==> config.mk <==
export PLATFORM = sky130hd
export DESIGN_NAME = scandoubler_framing
export DESIGN_NICKNAME = d
export VERILOG_FILES = /design/src/rtl/scandoubler_framing.sv
export SDC_FILE = /design/constraint.sdc
export NUM_CORES = 1
export LEC_CHECK = 0
export BUFFER_PORTS_ARGS = -buffer_cell sky130_fd_sc_hd__clkbuf_2
export CORE_MARGIN = 2
export CORE_UTILIZATION = 30
export CTS_CLUSTER_SIZE = 8
export DETAILED_ROUTE_END_ITERATION = 10
export HOLD_SLACK_MARGIN = 0.12
export PLACE_DENSITY = 0.55
export SYNTH_ARGS = -nofsm -noshare
export SYNTH_HDL_FRONTEND = slang
export SYNTH_SLANG_ARGS = --single-unit
export TNS_END_PERCENT = 1
==> constraint.sdc <==
create_clock -name clk_sys -period 2.61 [get_ports clk_sys]
set_input_delay 0.1305 -clock clk_sys [delete_from_list [all_inputs] [get_ports clk_sys]]
set_output_delay 0.1305 -clock clk_sys [all_outputs]
set_load 0.01 [all_outputs]
==> src/rtl/scandoubler_framing.sv <==
// scandoubler_framing: timing and framing generator placed ahead of the scandoubler
// line-doubling stage. It measures the source pixel-enable period, produces a
// doubled-rate pixel enable, and generates the write/read counters, the buffer-half
// select and a line-doubled hsync.
//
// Ports:
//   clk_sys     - system clock; all state changes on the rising edge
//   reset_n     - asynchronous active-low reset
//   pe_in       - source pixel enable, one clk_sys pulse per source pixel
//   hs_in       - source hsync, active high, sampled only with pe_in
//   vs_in       - source vsync, registered on pe_in into vs_out
//   pe_out      - doubled-rate pixel enable (pe_in only until locked)
//   hcnt        - write pixel counter, source rate
//   sd_hcnt     - read pixel counter, doubled rate
//   line_toggle - buffer half currently being written
//   hs_sd       - line-doubled hsync, active high
//   vs_out      - vs_in registered on pe_in
//   locked      - pe_in period stable, pe_out running at twice the source rate
module scandoubler_framing #(
   parameter int unsigned HCNT_WIDTH  = 10,
   parameter int unsigned HSCNT_WIDTH = 12,
   parameter int unsigned DIV_WIDTH   = 4
) (
   input  logic                  clk_sys,
   input  logic                  reset_n,
   input  logic                  pe_in,
   input  logic                  hs_in,
   input  logic                  vs_in,
   output logic                  pe_out,
   output logic [HCNT_WIDTH-1:0] hcnt,
   output logic [HCNT_WIDTH-1:0] sd_hcnt,
   output logic                  line_toggle,
   output logic                  hs_sd,
   output logic                  vs_out,
   output logic                  locked
);

   localparam logic [DIV_WIDTH-1:0]   DivMax    = '1;
   localparam logic [HCNT_WIDTH-1:0]  HcntMax   = '1;
   localparam logic [HCNT_WIDTH-1:0]  GlitchLen = HCNT_WIDTH'(3);

   // Period measurement
   logic [DIV_WIDTH-1:0]   ce_cnt_q, ce_cnt_d;
   logic [DIV_WIDTH-1:0]   period_q, period_d;
   logic                   locked_q, locked_d;
   logic [DIV_WIDTH-1:0]   period_new;
   logic                   half_hit;

   // Write side
   logic                   hs_prev_q, hs_prev_d;
   logic [HCNT_WIDTH-1:0]  hcnt_q, hcnt_d;
   logic                   toggle_q, toggle_d;
   logic                   vs_q, vs_d;
   logic [HSCNT_WIDTH-1:0] hs_max_q, hs_max_d;
   logic [HSCNT_WIDTH-1:0] hs_rise_q, hs_rise_d;
   logic [HSCNT_WIDTH-1:0] hs_fall_q, hs_fall_d;
   // Set by a glitch line so that the matching falling edge is ignored too.
   logic                   skip_fall_q, skip_fall_d;

   // Read side
   logic [HCNT_WIDTH-1:0]  sd_hcnt_q, sd_hcnt_d;
   logic                   hs_sd_q, hs_sd_d;

   logic                   hs_rise_edge;
   logic                   hs_fall_edge;
   logic                   glitch;
   logic [HSCNT_WIDTH-1:0] hcnt_ext;
   logic [HSCNT_WIDTH-1:0] sd_hcnt_ext;

   assign period_new = (ce_cnt_q == DivMax) ? DivMax : ce_cnt_q + DIV_WIDTH'(1);

   // ce_cnt+1 is the number of cycles since the last pe_in; compare one bit wider so the
   // saturated count can never alias onto the half period.
   assign half_hit = (({1'b0, ce_cnt_q} + (DIV_WIDTH + 1)'(1)) ==
                      {2'b00, period_q[DIV_WIDTH-1:1]});

   assign pe_out = pe_in | (locked_q & half_hit);

   assign hs_rise_edge = pe_in & hs_in & ~hs_prev_q;
   assign hs_fall_edge = pe_in & ~hs_in & hs_prev_q;
   assign glitch       = (hcnt_q < GlitchLen);
   assign hcnt_ext     = HSCNT_WIDTH'(hcnt_q);
   assign sd_hcnt_ext  = HSCNT_WIDTH'(sd_hcnt_q);

   always_comb begin
      ce_cnt_d    = (ce_cnt_q == DivMax) ? ce_cnt_q : ce_cnt_q + DIV_WIDTH'(1);
      period_d    = period_q;
      locked_d    = locked_q;
      hs_prev_d   = hs_prev_q;
      hcnt_d      = hcnt_q;
      toggle_d    = toggle_q;
      vs_d        = vs_q;
      hs_max_d    = hs_max_q;
      hs_rise_d   = hs_rise_q;
      hs_fall_d   = hs_fall_q;
      skip_fall_d = skip_fall_q;
      sd_hcnt_d   = sd_hcnt_q;
      hs_sd_d     = hs_sd_q;

      if (pe_in) begin
         ce_cnt_d  = '0;
         period_d  = period_new;
         locked_d  = (period_new == period_q) && (period_new >= DIV_WIDTH'(2));
         hs_prev_d = hs_in;
         vs_d      = vs_in;
         if (hs_rise_edge) begin
            hcnt_d   = '0;
            toggle_d = ~toggle_q;
            if (glitch) begin
               skip_fall_d = 1'b1;
            end else begin
               hs_max_d    = hcnt_ext;
               hs_rise_d   = hcnt_ext;
               skip_fall_d = 1'b0;
            end
         end else begin
            if (hs_fall_edge && !skip_fall_q) begin
               hs_fall_d = hcnt_ext;
            end
            // Saturate so a missing hsync never wraps the write address.
            hcnt_d = (hcnt_q == HcntMax) ? hcnt_q : hcnt_q + HCNT_WIDTH'(1);
         end
      end

      // A new source line restarts the read pass regardless of where it was.
      if (hs_rise_edge) begin
         sd_hcnt_d = '0;
      end else if (pe_out) begin
         if (sd_hcnt_ext == hs_max_q) begin
            sd_hcnt_d = '0;
         end else if (sd_hcnt_q != HcntMax) begin
            sd_hcnt_d = sd_hcnt_q + HCNT_WIDTH'(1);
         end
         // Fall checked first so coincident rise/fall positions keep hs_sd low.
         if (sd_hcnt_ext == hs_fall_q) begin
            hs_sd_d = 1'b0;
         end else if (sd_hcnt_ext == hs_rise_q) begin
            hs_sd_d = 1'b1;
         end
      end
   end

   always_ff @(posedge clk_sys or negedge reset_n) begin
      if (!reset_n) begin
         ce_cnt_q    <= '0;
         period_q    <= '0;
         locked_q    <= 1'b0;
         hs_prev_q   <= 1'b0;
         hcnt_q      <= '0;
         toggle_q    <= 1'b0;
         vs_q        <= 1'b0;
         hs_max_q    <= '1;
         hs_rise_q   <= '0;
         hs_fall_q   <= '0;
         skip_fall_q <= 1'b0;
         sd_hcnt_q   <= '0;
         hs_sd_q     <= 1'b0;
      end else begin
         ce_cnt_q    <= ce_cnt_d;
         period_q    <= period_d;
         locked_q    <= locked_d;
         hs_prev_q   <= hs_prev_d;
         hcnt_q      <= hcnt_d;
         toggle_q    <= toggle_d;
         vs_q        <= vs_d;
         hs_max_q    <= hs_max_d;
         hs_rise_q   <= hs_rise_d;
         hs_fall_q   <= hs_fall_d;
         skip_fall_q <= skip_fall_d;
         sd_hcnt_q   <= sd_hcnt_d;
         hs_sd_q     <= hs_sd_d;
      end
   end

   assign hcnt        = hcnt_q;
   assign sd_hcnt     = sd_hcnt_q;
   assign line_toggle = toggle_q;
   assign hs_sd       = hs_sd_q;
   assign vs_out      = vs_q;
   assign locked      = locked_q;

endmodule
==> metrics <==
Vias/cell=5.014; Vert. Die Dim=110.0 um; die width=110.0 um; syn nets=325; Inserted Diodes=0; CTS root buffer=clkbuf_8; Fin. Hold Viols=0; Critical Path RT=2890 ps; IO Count=30; per-cell routed wire length=15.61 um; drt pass-1 iters=4; Hold WC Path Type=in -> reg; reg2reg path depth=6; Initial Util=30.98%; critical path class=reg -> reg; Detail Placement HPWL=5368 um; unrepaired setup endpoints after global routing=no; power density cells=896.2 mW/mm2; non-filler cells, final=489; pins over their slew limit=0; dpl cells=470; vias=2452; critical path launch point type=flip-flop; sequential power share=43.9%; slowest CP cell=dfrtp_1; final setup vio count=0; WHS Path Cells=2; final instance area=0.003935 mm2; vias in the first global route=2451; Num CTS Buffers=9; Max Cap Viol=0; critical path fanouts, max=15; crit path DAT=2580 ps; post-CTS setup buffer count=0; run status=complete, no violations; Avg Cell Area, Syn=10.64 um2; top-count cell post-synth=dfrtp_1; clock network power share=27.7%; overall global routing resource usage=13.95%; Syn-to-layout area delta=16.65%; grt ovf=0; global-route wire length before repair=12840 um; top-area cell type share of the netlist area=40.06%; r2r setup slk=310 ps; initial antenna violation count=0; slowest stage delay, CP=450 ps; largest net degree at the start of global routing=35; gpl congestion=0.8388; Psw=1187 uW; fin crit share=88.17%; sw frac=33.67%; final net count=352; post-CTS sizing=0; Total Routed Length=7632 um; Comb power frac=28.5%; yosys warns=0; peak supply drop=0.4955 mV; clock-pin slew of the registers on the worst-case setup and hold paths=80 ps; TritonCTS Sinks=65; pin slew with the least headroom to its limit=856.0 ps; number of library cell types mapped by synthesis=51; worst skew pair latency=340 ps; crit path time final=2301 ps; Max Freq=434.6 MHz; layout cells sized above 1=28.08%; DRT iter0 DRCs=88; die area=0.01211 mm2; crit-path cells=ha_1 -> nand2b_1 -> mux2i_1 -> a31o_2 -> nor2b_2 -> a32o_1; Cell Int Power=2339 uW; async set-or-reset flop fraction in the synthesized netlist=100.0%; CTS max path bufs=2; max_slew headroom=42.94%; Synth top cells by count=54 x dfrtp_1, 33 x xnor2_1, 23 x nor2_1, 20 x mux2_2, 20 x nand2_1; row count=38; IO buf count=29; largest cells by area after synthesis=dfrtp_1 40%, dfstp_2 8.6%, xnor2_1 8.6%, mux2_2 6.7%, xor2_1 2.6%; Post-synth EDFFs=0; Routed Antenna Nets=0; Critical Path Sink Type=flip-flop; Pleak=0.001745 uW; mapped cell area=0.003373 mm2; placement-stage cell area=0.003676 mm2; sequential area share after synthesis=48.63%; CTS H-tree depth=3; Post-Syn Instances=317; TritonCTS clock tree=yes; Primary FF master, synth=dfrtp_1; Yosys top cell by area=dfrtp_1; CORE AREA=0.01089 mm2; Setup Skew=11.66 ps; setup TNS=0 ps; drt drc=0; Seq cells post-synth=65
## power groups by stage
stage                     clock network [uW]  registers (uW)  logic, uW
final                                    975            1550       1000
after global routing                    1050            1590       1120
after floorplan                            0            1450        782
after detailed placement                   0            1570       1010
after CTS                                997            1550       1010
after global placement                     0            1560        996
## area by class of cell
cell class / instances / area (um2)
fill: 1095 / 6953
timing repair buffer: 43 / 270.3
clock inverter: 5 / 77.57
sequential: 65 / 1640
inverter: 7 / 26.28
tap: 140 / 175.2
clock buffer: 11 / 151.4
multi-input combinational: 218 / 1594
## path summary, 6_finish.rpt
kind / from / endpoint
worst max-delay path: ce_cnt_q[0]$_DFFE_PN0P_ / sd_hcnt[5]$_DFFE_PN0P_
max in group asynchronous: reset_n / hs_max_q[4]$_DFFE_PN1P_
min in group asynchronous: reset_n / line_toggle$_DFFE_PN0P_
worst min register to register: line_toggle$_DFFE_PN0P_ / line_toggle$_DFFE_PN0P_
worst max register to register: ce_cnt_q[0]$_DFFE_PN0P_ / sd_hcnt[5]$_DFFE_PN0P_
worst min-delay path: pe_in / vs_out$_DFFE_PN0P_
## through the flow
step                hold slack (ps)  setup slack, ps  power, uW  utilization, %
global placement              285.9            431.0       2552           33.76
floorplan                    -165.1            307.9       2231               -
global route                  228.0            145.0       3760           36.14
finish                        216.4            308.8       3527           36.14
CTS                           207.1            296.9       3558           36.14
detailed placement            289.7            339.0       2574           33.76
## critical path: cells and delay by family, from the launching register on
family / cells / cell delay, ps
simple gates: 2 / 550
mux: 1 / 330
compound gates: 2 / 630
fa+ha+maj: 1 / 290
flops: 1 / 450
## flip-flops by register name (all words and copies together), names as in the netlist
register	flops
skip_fall_q	1
sd_hcnt	10
locked	1
line_toggle	1
hcnt	10
hs_prev_q	1
hs_fall_q	10
ce_cnt_q	4
vs_out	1
hs_rise_q	10
period_q	4
hs_max_q	11
hs_sd	1
## per-layer routing
layer / track usage (%) / vias to the layer above / wire [um]
met5: 0 / - / 0
met4: 5.244 / 0 / 77
met3: 3.057 / 4 / 318
met2: 20.33 / 58 / 3370
met1: 20.13 / 1212 / 3865
li1: - / 1178 / -
## cell usage in the layout, fill, tap and decap left out, drive strengths merged, types with 4 or more instances in the layout
cell     n
a211oi   5
a21oi    9
a22o    13
a31oi    4
and3     4
buf     12
clkbuf  39
dfrtp   54
dfstp   11
inv      7
mux2    20
mux2i    4
nand2   20
nand3   12
nand4    8
nor2    23
nor3     5
nor4     4
o21ai   10
xnor2   33
xor2    10
## timing repair
item	in CTS	in global routing
endpoints found under the hold margin	30	0
hold buffers	3	0
setup endpoints to repair	0	0
## cell families (layout without fill, tap and decap cells)
group           Yosys count  count (layout)  share of synthesized area [%]
flops                    65              65                          48.63
compound gates           59              59                          13.21
fa+ha+maj                 3               3                          1.113
xor+xnor                 43              43                          11.16
mux                      24              24                          7.864
buf+inv                  34              66                          4.636
simple gates             89              89                          13.39
No activity file was read; power rests on OpenSTA's default activity.
